### config.mk
export PLATFORM = sky130hd
export DESIGN_NAME = apb_fsm_controller
export DESIGN_NICKNAME = d
export VERILOG_FILES = /design/src/rtl/apb_bridge_pkg.sv /design/src/rtl/apb_fsm_controller.sv
export SDC_FILE = /design/constraint.sdc
export NUM_CORES = 1
export LEC_CHECK = 0
export BUFFER_PORTS_ARGS = -buffer_cell sky130_fd_sc_hd__buf_2
export CAP_MARGIN = 10
export CORE_MARGIN = 5
export CORE_UTILIZATION = 30
export CTS_CLUSTER_DIAMETER = 40
export DETAILED_ROUTE_END_ITERATION = 10
export MAX_ROUTING_LAYER = met4
export SETUP_SLACK_MARGIN = 0.05
export SLEW_MARGIN = 5
export SYNTH_ARGS = -nofsm -noshare
export SYNTH_HDL_FRONTEND = slang
export SYNTH_SLANG_ARGS = --single-unit
### constraint.sdc
create_clock -name Hclk -period 2.9 [get_ports Hclk]
set_clock_uncertainty 0.2 [all_clocks]
set_input_delay 0.435 -clock Hclk [delete_from_list [all_inputs] [get_ports Hclk]]
set_output_delay 0.435 -clock Hclk [all_outputs]
set_load 0.02 [all_outputs]
### src/rtl/apb_bridge_pkg.sv
// Shared types and constants for the AHB-to-APB bridge: FSM state encoding,
// slave-select one-hot constants and default bus widths.
package apb_bridge_pkg;

   localparam int ADDR_W_DEFAULT = 32;
   localparam int DATA_W_DEFAULT = 32;
   localparam int NSLV           = 3;

   localparam logic [NSLV-1:0] SLV0 = 3'b001;
   localparam logic [NSLV-1:0] SLV1 = 3'b010;
   localparam logic [NSLV-1:0] SLV2 = 3'b100;

   typedef enum logic [2:0] {
      ST_IDLE,
      ST_WWAIT,
      ST_READ,
      ST_WRITE,
      ST_WRITEP,
      ST_RENABLE,
      ST_WENABLE,
      ST_WENABLEP
   } apb_state_t;

endpackage

### src/rtl/apb_fsm_controller.sv
// APB sequencer of the AHB-to-APB bridge: SETUP/ENABLE phases from the pipelined
// AHB controls, all APB outputs registered. Define APB_PREADY_EN to add Pready wait states.
module apb_fsm_controller
   import apb_bridge_pkg::*;
#(
   parameter int ADDR_W = ADDR_W_DEFAULT,
   parameter int DATA_W = DATA_W_DEFAULT
) (
   input  logic              Hclk,
   input  logic              Hreset,
   input  logic              valid,
   input  logic              Hwrite,
   input  logic              Hwritereg,
   input  logic [ADDR_W-1:0] Haddr,
   input  logic [ADDR_W-1:0] Haddr1,
   input  logic [ADDR_W-1:0] Haddr2,
   input  logic [DATA_W-1:0] Hwdata,
   input  logic [DATA_W-1:0] Hwdata1,
   input  logic [DATA_W-1:0] Hwdata2,
   input  logic [NSLV-1:0]   tempselx,
   input  logic [DATA_W-1:0] Prdata,
`ifdef APB_PREADY_EN
   input  logic              Pready,
`endif
   output logic [NSLV-1:0]   Pselx,
   output logic              Penable,
   output logic              Pwrite,
   output logic [ADDR_W-1:0] Paddr,
   output logic [DATA_W-1:0] Pwdata,
   output logic              Hreadyout,
   output logic [DATA_W-1:0] Hrdata
);

   apb_state_t      state;
   apb_state_t      nxt_state;
   apb_state_t      idle_dest;
   logic [NSLV-1:0] sel_d1;
   logic [NSLV-1:0] sel_d2;
   logic            enable_go;
   logic            stall;
   logic            unused_inputs;

`ifdef APB_PREADY_EN
   assign enable_go = Pready;
`else
   assign enable_go = 1'b1;
`endif

   assign Hrdata        = Prdata;
   assign unused_inputs = ^Hwdata2;

   // Shared decode for IDLE and the single-cycle ENABLE states (no bubble).
   assign idle_dest = !valid ? ST_IDLE : (Hwrite ? ST_WWAIT : ST_READ);

   always_comb begin
      // NOTE: defaults first so every path assigns both outputs; no latch is inferred.
      nxt_state = state;
      stall     = 1'b0;
      case (state)
         ST_IDLE:    nxt_state = idle_dest;
         ST_WWAIT:   nxt_state = valid ? ST_WRITEP : ST_WRITE;
         ST_READ:    nxt_state = ST_RENABLE;
         ST_WRITE:   nxt_state = valid ? ST_WENABLEP : ST_WENABLE;
         ST_WRITEP:  nxt_state = ST_WENABLEP;
         ST_RENABLE, ST_WENABLE: begin
            if (enable_go) nxt_state = idle_dest;
            else           stall     = 1'b1;
         end
         ST_WENABLEP: begin
            if (!enable_go)     stall     = 1'b1;
            else if (!Hwritereg) nxt_state = ST_READ;
            else if (valid)      nxt_state = ST_WRITEP;
            else                 nxt_state = ST_WRITE;
         end
         default:    nxt_state = ST_IDLE;
      endcase
   end

   always_ff @(posedge Hclk) begin
      if (Hreset) begin
         state     <= ST_IDLE;
         Pselx     <= '0;
         Penable   <= 1'b0;
         Pwrite    <= 1'b0;
         Paddr     <= '0;
         Pwdata    <= '0;
         Hreadyout <= 1'b1;
         sel_d1    <= '0;
         sel_d2    <= '0;
      end else begin
         // NOTE: non-blocking so every register samples the pre-edge values of the others.
         state  <= nxt_state;
         sel_d1 <= tempselx;
         sel_d2 <= sel_d1;
         // Outputs are loaded on the edge that enters their state.
         case (nxt_state)
            ST_READ: begin
               Paddr     <= Haddr;
               Pwrite    <= 1'b0;
               Pselx     <= tempselx;
               Penable   <= 1'b0;
               Hreadyout <= 1'b0;
            end
            ST_WRITE, ST_WRITEP: begin
               // After a pipelined write the second transfer is one stage further back.
               if (state == ST_WENABLEP) begin
                  Paddr  <= Haddr2;
                  Pwdata <= Hwdata1;
                  Pselx  <= sel_d2;
               end else begin
                  Paddr  <= Haddr1;
                  Pwdata <= Hwdata;
                  Pselx  <= sel_d1;
               end
               Pwrite    <= 1'b1;
               Penable   <= 1'b0;
               Hreadyout <= (nxt_state == ST_WRITE);
            end
            ST_RENABLE, ST_WENABLE, ST_WENABLEP: begin
               Penable   <= 1'b1;
               Hreadyout <= !stall;
            end
            default: begin
               Pselx     <= '0;
               Penable   <= 1'b0;
               Hreadyout <= 1'b1;
            end
         endcase
      end
   end

endmodule

[After elaboration in Yosys (flattened, before gate mapping)]
Cells that the tools add are included.
Word-level totals
  register bits after elaboration: 79
  RAM bits: 0
  output and inout port bits: 102
  input bits: 232
  memories: 0
  latch bits: 0
  word-level logic and storage cells: 41
  bits in read-only memories: 0
Operators by class
  equality and inequality tests: 13
  div/mod/pow operators: 0
  reduce and logical (&&, ||, !) cells: 5
  magnitude comparators: 0
  add/sub/neg operators: 0
  multipliers: 0
  bitwise gates (word level): 0
  mux-type cells: 14
  shift-type cells: 0
Operators with widths (number)
  $mux W32: 2
  $pmux W32 S2: 1
  $eq A3 B3 Y1 const B: 8
  $pmux W3 S6: 1
  $eq A3 B2 Y1 const B: 4
  $mux W3: 3
  $pmux W3 S3: 1
  $reduce_or A3 Y1: 2
  $mux W2: 2
  $pmux W1 S2: 2
  $eq A3 B1 Y1 const B: 1
  $logic_not A3 Y1: 1
  $mux W1: 2
  $reduce_bool A2 Y1: 1
  $reduce_or A2 Y1: 1

[Longest topological paths before layout]
Gate-level depths: netlist of run 1.
  depth in word-level cells: 6
  gate-level depth with buffers: 7
  depth with buffers taken out: 4

[Worst setup path after synthesis of run 1]
No wires, ideal clock.
  kind: input to register
  start: input valid
  end: register Paddr[10]
  stages: 7
  data required time: 2583 ps
  path slack: 1044 ps
  arrival: 1539 ps
  buffers on the path: 3
  library setup time: 117 ps
  path through: buf_2 -> nor2b_1 -> a21o_1 -> and3b_1 -> buf_2 -> buf_2 -> a32o_1
On the way
  word-level cells in the longest chain between the ends: 6
  elaborated cells between the ends (all ways): 11
  those cells by class: 3 x eq/ne; 6 x mux; 2 x reduce/logical
RTL lines
  from (decl): RTL line apb_fsm_controller.sv:11  | input logic valid,
  $mux W3: RTL line apb_fsm_controller.sv:61, apb_fsm_controller.sv:72
  $mux W3: RTL line apb_fsm_controller.sv:71  | else if (!Hwritereg) nxt_state = ST_READ;
  $pmux W3 S6 (*): RTL line apb_fsm_controller.sv:59  | case (state)
  $eq A3 B2 Y1 or $eq A3 B3 Y1 (tied branches): RTL line apb_fsm_controller.sv:96  | case (nxt_state)
  $reduce_or A2 Y1: RTL line apb_fsm_controller.sv:96
  $pmux W32 S2 or $reduce_bool A2 Y1 (tied branches)
  to (signal assigned): RTL line apb_fsm_controller.sv:98  | Paddr <= Haddr;
  to (signal assigned): RTL line apb_fsm_controller.sv:107  | Paddr <= Haddr2;
  to (signal assigned): RTL line apb_fsm_controller.sv:111  | Paddr <= Haddr1;
  to (decl): RTL line apb_fsm_controller.sv:28  | output logic [ADDR_W-1:0] Paddr,
Every way passes the cells marked *; elsewhere a longest branch is shown, timed or not.
A chain may end at the register's enable or synchronous reset.

[Final worst setup path of run 1]
  start: register state[2]
  end: register Paddr[16]
On the way
  word-level cells in the longest chain between the ends: 6
  elaborated cells between the ends (all ways): 17
  those cells by class: 10 x eq/ne; 3 x mux; 4 x reduce/logical
RTL lines
  from (decl): RTL line apb_fsm_controller.sv:34  | apb_state_t state;
  from (signal assigned): RTL line apb_fsm_controller.sv:92  | state <= nxt_state;
  $eq A3 B3 Y1 or $logic_not A3 Y1 (tied branches): RTL line apb_fsm_controller.sv:59
  $reduce_or A3 Y1 (no line)
  $pmux W3 S6: RTL line apb_fsm_controller.sv:59
  $eq A3 B2 Y1 or $eq A3 B3 Y1 (tied branches): RTL line apb_fsm_controller.sv:96
  $reduce_or A2 Y1: RTL line apb_fsm_controller.sv:96
  $pmux W32 S2 or $reduce_bool A2 Y1 (tied branches)
Parallel ways exist; a longest one is shown, timed or not.

==> key figures, run 1 <==
Timing
  • Summed negative setup slack over all endpoints: 0 ns
  • WHS: roughly 0.14 ns
  • Final worst path period share: 79.5%
  • Final worst slack: 0.595 ns
  • Unrepaired setup endpoints after global routing: false
  • Final Critical Period: 2.31 ns
  • Pins over their slew limit: 0
  • Achievable frequency: between 0.4 and 0.5 GHz
  • Number of setup violations in the final report: 0
  • Count of endpoints failing hold in the final timing report: 0
  • Slew of the pin with the lowest slew margin: 0.657 ns
  • Headroom to the max-slew limit: 56.2%

Clock network
  • Number of setup buffers added after CTS: 0
  • Clock latency reported for the late side of the worst-skew pair: between 0.3 and 0.4 ns
  • Hold bufs inserted after CTS: 0
  • Clock tree from TritonCTS: done
  • Resized cells post-CTS: 0
  • CTS Root Buffer Type: sky130_fd_sc_hd__clkbuf_16
  • Number of buffers on the longest clock path: 2
  • Clock buffer count from CTS: 9
  • Clock-pin slew on the worst setup and hold paths: about 0.06 ns
  • Count of clock tree sinks: 79
  • H-Tree Depth: 3

Min path
  • Destination of the worst hold path: sel_d1[2]$_SDFF_PP0_
  • Hold depth: 2
  • Tightest Hold Check Type: input port to flip-flop
  • Startpoint of the lowest-slack hold path: tempselx[2]

Global route
  • Combined global-route utilization of all metal layers: 15.7%
  • Via count of the first global-routing pass: 4358
  • Initial antenna violation count: 2
  • First-pass GRT wire length: 20.7 mm
  • Maximum number of pins on one net before global-route repair: between 90 and 100
  • GR Overflow Total: 0

Pwr
  • Pwr Density: ~830 nW/um2
  • Part of the power in combinational logic: 39.8%
  • Share of total power in the clock network: 28.6%
  • Leakage component of the power: around 2.7 nW
  • Share of total power consumed by net switching: a little under two fifths
  • Part of the power in registers: 31.6%
  • Internal Pwr Total: approximately 3.0 mW
  • Power dissipated by switching net loads: approximately 1.7 mW
  • Largest voltage drop on the vdd net: 0.000306 V
  • Total Power: 4.76 mW

Critical path
  • Worst reg2reg endpoint: Paddr[16]$_SDFFE_PP0P_
  • Endpoint type of the worst setup path: flip-flop
  • Data required time at the worst endpoint: 2.97 ns
  • Path depth of the worst reg2reg path: 5
  • Critical path fanouts, max: 33
  • Worst Setup Path Type: flip-flop to flip-flop
  • Startpoint types: flip-flop
  • Data arrival time of the critical path: 2.38 ns
  • Critical register-to-register path startpoint: state[2]$_SDFF_PP0_
  • Reg-to-reg setup timing slack: 0.59 ns

Final layout
  • Post-layout util: between 30 and 40%
  • Area of all sequential standard cells: 1580 um2
  • Proportion of layout cells with a drive suffix above 1: 49.4%
  • Final nets: 898
  • Final instance area: 5760 um2
  • Final-layout fill cell count: 1474
  • Footprint of the multi-input gates: 2290 um2
  • Final non-filler cell total: 856
  • Synthesis-to-finish area growth: 32.1%

Placement
  • Placed cell areas: approximately 5400 um2
  • Post-Place Setup Slack: 0.612 ns
  • Quantity of I/O buffers inserted on ports: 237
  • HPWL after DPL: 10.4 mm
  • Placed cell count: 839
  • Routability Congestion: about 0.8

Detailed routing
  • DRC Markers: 0
  • M1 wire length: approximately 5.4 mm
  • DRT Wirelength: 13.7 mm
  • Via total after detailed routing: 4217
  • Met3 Wirelength: 1.44 mm
  • Detail Route met2 WL: 6.55 mm
  • Iteration-0 DRC count of the detailed router: 102
  • Top routing layer used: met4
  • Residual antenna-violating net count after detailed routing: 0
  • Via count normalized by instance count: 4.93
  • First drt pass iteration count: 5
  • Routed WL per cell: 16.0 um

Yosys
  • Number of standard cells after synthesis: around 480
  • Total nets after synthesis: between 700 and 800
  • Number of unique standard cell types used by synthesis: 39
  • #FFs+latches synth: 79
  • Average instance area after synthesis: 9.05 um2
  • Synth Warn #: 0
  • Share of synthesized area occupied by flip-flops and latches: 36.2%
  • Netlist area before placement: 4360 um2

Die
  • Die span in x: 131 um
  • Die area: 17100 um2
  • Initial core utilization: a little under a third
  • Num ports: ~330
  • Core footprint: 14400 um2
  • Die outline height: 131 um
  • Site Rows: 44

Status
  • Outcome: completed

Run
  • Max Cap Viol: 0
[layout make-up]
cell class,count,share of cell area [%]
antenna,2,0.0868
clock buffer,9,3.91
clock inverter,6,2.32
inverter,1,0.0651
multi-input combinational,325,39.7
sequential,79,27.4
tap,184,3.99
timing repair buffer,250,22.5
[layout by cell type, fill, tap and decap left out, types with 3 or more instances in the layout]
master / synthesis / final
sky130_fd_sc_hd__a32o_1: 32 / 32
sky130_fd_sc_hd__a211oi_2: 27 / 27
sky130_fd_sc_hd__nand2_1: 8 / 8
sky130_fd_sc_hd__o21ai_0: 35 / 35
sky130_fd_sc_hd__bufinv_16: 0 / 4
sky130_fd_sc_hd__or2_2: 32 / 32
sky130_fd_sc_hd__mux2i_1: 33 / 33
sky130_fd_sc_hd__a21o_1: 3 / 3
sky130_fd_sc_hd__clkbuf_16: 0 / 9
sky130_fd_sc_hd__o22ai_1: 4 / 4
sky130_fd_sc_hd__nor2_1: 70 / 70
sky130_fd_sc_hd__buf_2: 20 / 237
sky130_fd_sc_hd__dfxtp_1: 79 / 79
sky130_fd_sc_hd__a21oi_1: 11 / 10
sky130_fd_sc_hd__buf_4: 38 / 12
sky130_fd_sc_hd__a211oi_1: 8 / 8
sky130_fd_sc_hd__nor2b_1: 8 / 8
sky130_fd_sc_hd__nor3b_1: 32 / 32
[layer usage]
metal	global-route usage (%)	vias up
li1	-	2067
met1	17.3	1918
met2	27.7	205
met3	3.74	27
met4	5.87	0
met5	-	-
[logic make-up (layout without fill, tap and decap cells)]
logic type             Yosys count  count (layout)  synth area share (%)
AND/OR/NAND/NOR                165             165                  20.4
AO/OA/AOI/OAI                  126             126                  24.2
flip-flops                      79              79                  36.2
buffers and inverters           78             266                  11.4
multiplexers                    33              33                  7.57
XOR/XNOR                         1               1                 0.201
other                            0               2                     0
[synthesized netlist by cell type]
cell type                    n  area (um2)
sky130_fd_sc_hd__a21oi_4     1        16.3
sky130_fd_sc_hd__or4b_1      1        10.0
sky130_fd_sc_hd__or2_2      32         200
sky130_fd_sc_hd__and3b_1     1        8.76
sky130_fd_sc_hd__a222oi_1    1        10.0
sky130_fd_sc_hd__nor2_2      1        6.26
sky130_fd_sc_hd__nor2b_1     8        50.1
sky130_fd_sc_hd__a21oi_2     1        8.76
sky130_fd_sc_hd__nand2b_1    2        12.5
sky130_fd_sc_hd__nor3_1      1        5.00
sky130_fd_sc_hd__or2_1       1        6.26
sky130_fd_sc_hd__nand3_2     1        10.0
sky130_fd_sc_hd__o22ai_1     4        25.0
sky130_fd_sc_hd__buf_6       5        56.3
sky130_fd_sc_hd__inv_1       1        3.75
sky130_fd_sc_hd__and4b_1     1        10.0
sky130_fd_sc_hd__nor2_1     70         263
sky130_fd_sc_hd__nor2b_2     1        8.76
sky130_fd_sc_hd__nand3b_1    1        7.51
sky130_fd_sc_hd__a32o_1     32         320
sky130_fd_sc_hd__a21oi_1    11        55.1
sky130_fd_sc_hd__a211oi_2   27         338
sky130_fd_sc_hd__a31oi_1     1        6.26
sky130_fd_sc_hd__nand2_2     1        6.26
sky130_fd_sc_hd__nand3_1     2        10.0
sky130_fd_sc_hd__a221oi_1    1        8.76
sky130_fd_sc_hd__nor3b_1    32         240
sky130_fd_sc_hd__o2bb2ai_1   1        8.76
sky130_fd_sc_hd__mux2i_1    33         330
sky130_fd_sc_hd__clkbuf_1   14        52.6
sky130_fd_sc_hd__buf_2      20         100
sky130_fd_sc_hd__xnor2_1     1        8.76
sky130_fd_sc_hd__dfxtp_1    79        1580
sky130_fd_sc_hd__a21o_1      3        22.5
sky130_fd_sc_hd__nor4_1      1        6.26
sky130_fd_sc_hd__o21ai_0    35         175
sky130_fd_sc_hd__nand2_1     8        30.0
sky130_fd_sc_hd__a211oi_1    8        60.1
sky130_fd_sc_hd__buf_4      38         285
[state kept, by name, summed over array words and instances (netlist names), 3 cells and up]
name,flops
state,3
sel_d1,3
Pselx,3
sel_d2,3
Paddr,32
Pwdata,32
[worst max-delay path, stage by stage, from the launching register on]
cell	delay, ns
sky130_fd_sc_hd__dfxtp_1	0.72
sky130_fd_sc_hd__nor2b_2	0.14
sky130_fd_sc_hd__a21oi_2	0.36
sky130_fd_sc_hd__and3b_1	0.22
sky130_fd_sc_hd__buf_4	0.35
sky130_fd_sc_hd__a32o_1	0.24
[how the worst max path moves through the flow]
stage | from | to | slack (ns) | cells after the start
2_1_floorplan | valid | Paddr[10]$_SDFFE_PP0P_ | 1.04 | 7
3_3_place_gp | state[2]$_SDFF_PP0_ | Paddr[7]$_SDFFE_PP0P_ | 0.65 | 5
3_5_place_dp | state[2]$_SDFF_PP0_ | Paddr[16]$_SDFFE_PP0P_ | 0.61 | 5
4_1_cts | state[2]$_SDFF_PP0_ | Paddr[16]$_SDFFE_PP0P_ | 0.59 | 5
5_1_grt | state[2]$_SDFF_PP0_ | Paddr[22]$_SDFFE_PP0P_ | 0.44 | 5
6_report | state[2]$_SDFF_PP0_ | Paddr[16]$_SDFFE_PP0P_ | 0.59 | 5
[power groups by stage]
stage	logic, mW	clock network (mW)	registers [mW]
6_report	1.90	1.36	1.50
3_5_place_dp	1.93	0	1.53
2_1_floorplan	1.13	0	1.82
4_1_cts	1.93	1.42	1.51
5_1_grt	2.08	1.46	1.54
3_3_place_gp	1.89	0	1.52
(Power assumes the default switching activity.)
==> run 2: changes to the inputs <==
Settings changed: ABC_AREA from default to 1.
Clock period 2.9 ns to 2.34 ns, I/O delays scaled along.
==> run 2 against run 1 <==
  * Clock-buffer cell count grew 3
  * Via count rose by 4.1%
  * Maximum frequency rose by 10%
  * Final cell count is 16% higher
  * Global-route usage shrank 0.86 points
  * Critical endpoint is now Paddr[8]$_SDFFE_PP0P_
  * Clock power barely moved
  * Total power increased by 77%
  * Synthesized cell count grew 25%
  * First-iteration DRC count increased by 94%
  * Wire length is 3.2% lower
  * Utilization grew 1.0 points
==> key figures, run 2 <==
Status
  • Outcome: completed

Detailed routing
  • Routed WL per cell: 13.4 um
  • Via count normalized by instance count: 4.44
  • Residual antenna-violating net count after detailed routing: 0
  • Via total after detailed routing: 4391
  • Iteration-0 DRC count of the detailed router: 198
  • DRT Wirelength: 13.2 mm
  • DRC Markers: 0
  • First drt pass iteration count: 5

Die
  • Site Rows: 44
  • Initial core utilization: 30.6%
  • Die span in x: 132 um
  • Num ports: 334
  • Core footprint: 14500 um2
  • Die area: 17400 um2
  • Die outline height: around 130 um

Yosys
  • Share of synthesized area occupied by flip-flops and latches: 35.5%
  • Cell types occupying the most area after synthesis: sky130_fd_sc_hd__dfxtp_1 36%, sky130_fd_sc_hd__nand2_1 12%, sky130_fd_sc_hd__mux2_2 12%
  • Synth Warn #: 0
  • #FFs+latches synth: 79
  • Area share of the largest cell type after synthesis: 35.5%
  • Number of standard cells after synthesis: 601
  • Library cell occupying the most area in the post-synthesis netlist: sky130_fd_sc_hd__dfxtp_1
  • Count leader, synth: sky130_fd_sc_hd__nand2_1
  • Count of flip-flops with a built-in enable after synthesis: 0
  • Total nets after synthesis: 833
  • Commonest register cell after synthesis: sky130_fd_sc_hd__dfxtp_1
  • Netlist area before placement: 4450 um2
  • List of most frequent post-synthesis cells: 148 x sky130_fd_sc_hd__nand2_1, 84 x sky130_fd_sc_hd__nor2_1, 79 x sky130_fd_sc_hd__dfxtp_1
  • Share of synthesized flip-flops with an asynchronous set or reset: 0%
  • Number of unique standard cell types used by synthesis: 25
  • Average instance area after synthesis: 7.40 um2

Final layout
  • Final-layout fill cell count: 1586
  • Leading registers by flop count: Paddr x32, Pwdata x32
  • Highest-count cells in the layout ignoring fill and taps: 237 x sky130_fd_sc_hd__buf_2, 148 x sky130_fd_sc_hd__nand2_1, 83 x sky130_fd_sc_hd__nor2_1
  • Synthesis-to-finish area growth: 34.0%
  • Proportion of layout cells with a drive suffix above 1: 42.3%
  • Final nets: 1033
  • Number of diodes added for antenna fixing: 0
  • Most common cell after layout, fill and taps aside: sky130_fd_sc_hd__buf_2

Timing
  • Slew of the pin with the lowest slew margin: 0.395 ns
  • Achievable frequency: 0.478 GHz
  • Count of endpoints failing hold in the final timing report: 0
  • Summed negative setup slack over all endpoints: 0 ns
  • Final Critical Period: 2.09 ns
  • Final worst slack: 0.249 ns
  • Final worst path period share: 89.3%
  • Headroom to the max-slew limit: 73.7%
  • Number of setup violations in the final report: 0
  • Unrepaired setup endpoints after global routing: false
  • Pins over their slew limit: 0

Placement
  • Quantity of I/O buffers inserted on ports: roughly 240
  • Post-Place Setup Slack: 0.0963 ns
  • HPWL after DPL: roughly 10 mm
  • Routability Congestion: 0.850

Clock network
  • Resized cells post-CTS: 0
  • Number of buffers on the longest clock path: 2
  • Clock-pin slew on the worst setup and hold paths: 0.06 ns
  • Count of clock tree sinks: 79
  • Clock tree from TritonCTS: done
  • Hold bufs inserted after CTS: 0
  • Clock buffer count from CTS: 9
  • Clock latency reported for the late side of the worst-skew pair: 0.33 ns
  • Number of setup buffers added after CTS: 0
  • H-Tree Depth: 3
  • CTS Root Buffer Type: sky130_fd_sc_hd__clkbuf_16

Critical path
  • Worst Setup Path Type: flip-flop to flip-flop
  • Startpoint types: flip-flop
  • Critical path fanouts, max: 22
  • Data required time at the worst endpoint: approximately 2.4 ns
  • Endpoint type of the worst setup path: flip-flop
  • Data arrival time of the critical path: 2.11 ns

Pwr
  • Pwr Density: 1410 nW/um2
  • Largest voltage drop on the vdd net: 0.000799 V
  • Leakage component of the power: 3.34 nW

Min path
  • Tightest Hold Check Type: input port to flip-flop

Global route
  • Initial antenna violation count: 0
  • Via count of the first global-routing pass: between 4000 and 5000
  • GR Overflow Total: 0
  • First-pass GRT wire length: 20.9 mm
  • Combined global-route utilization of all metal layers: around 15%
  • Maximum number of pins on one net before global-route repair: 71

Run
  • Max Cap Viol: 0
run 2: cell types whose count changed in the layout (fill, tap and decap cells not counted), moves of 17 or more:
cell,previous run,this run
sky130_fd_sc_hd__nand3_1,2,48
sky130_fd_sc_hd__or2_2,32,0
sky130_fd_sc_hd__inv_1,1,32
sky130_fd_sc_hd__nand2_1,8,148
sky130_fd_sc_hd__mux2i_1,33,16
sky130_fd_sc_hd__a211oi_2,27,0
sky130_fd_sc_hd__nor3b_1,32,0
sky130_fd_sc_hd__mux2_2,0,48
sky130_fd_sc_hd__a32o_1,32,0
run 2: cell type report:
cell class	instances	area [um2]	share of cell area [%]
Tap cell	184	230	3.86
Timing Repair Buffer	257	1400	23.5
Inverter	38	143	2.39
Multi-Input combinational cell	416	2300	38.6
Clock inverter	4	28.8	0.483
Sequential cell	79	1590	26.7
Clock buffer	12	267	4.47
run 2: critical path, cell delays in order (launching register included):
cell and delay [ns]:
sky130_fd_sc_hd__dfxtp_4 0.36, sky130_fd_sc_hd__buf_4 0.14, sky130_fd_sc_hd__nand3_4 0.09, sky130_fd_sc_hd__nor2_1 0.07
sky130_fd_sc_hd__o21ai_2 0.25, sky130_fd_sc_hd__inv_1 0.12, sky130_fd_sc_hd__nand3_4 0.14, sky130_fd_sc_hd__buf_4 0.28
sky130_fd_sc_hd__nand3b_1 0.11, sky130_fd_sc_hd__nand3_1 0.15, sky130_fd_sc_hd__nand2_1 0.06
run 2: logic make-up after synthesis:
kind of cell / after synthesis / share of synthesized area (%)
compound gates: 46 / 5.34
buf+inv: 106 / 13.3
flops: 79 / 35.5
mux: 64 / 15.7
simple gates: 306 / 30.1
run 2: worst paths after layout:
kind / start / endpoint / slack, ns / cells past startpoint
hold reg to reg: sel_d1[1]$_SDFF_PP0_ / sel_d2[1]$_SDFF_PP0_ / 0.23 / 2
setup / recovery: state[0]$_SDFF_PP0_ / Paddr[8]$_SDFFE_PP0P_ / 0.25 / 10
hold / removal: tempselx[1] / sel_d1[1]$_SDFF_PP0_ / 0.04 / 3
setup reg to reg: state[0]$_SDFF_PP0_ / Paddr[8]$_SDFFE_PP0P_ / 0.25 / 10
run 2: per-stage QoR:
step | hold WS [ns] | instances | util [%] | area, um2 | total power [mW]
floorplan | 0.210 | 601 | - | 4450 | 5.63
global placement | 0.215 | 974 | 38.8 | 5640 | 7.07
detailed placement | 0.220 | 974 | 38.8 | 5640 | 7.09
CTS | 0.0207 | 990 | 40.8 | 5930 | 8.50
global route | 0.0307 | 990 | 41.0 | 5960 | 9.20
finish | 0.0386 | 990 | 41.0 | 5960 | 8.42
run 2: per-layer routing:
layer  GRT usage, %  share of wire (%)
met1           17.4                 42
met2           25.0                 50
met3           4.27                6.2
met4           4.17                1.8
met5              -                  0
run 2: power by group:
part / switching [mW] / internal (mW)
sequential: 0.182 / 1.77
combinational: 3.24 / 1.88
clock: 0.544 / 0.805
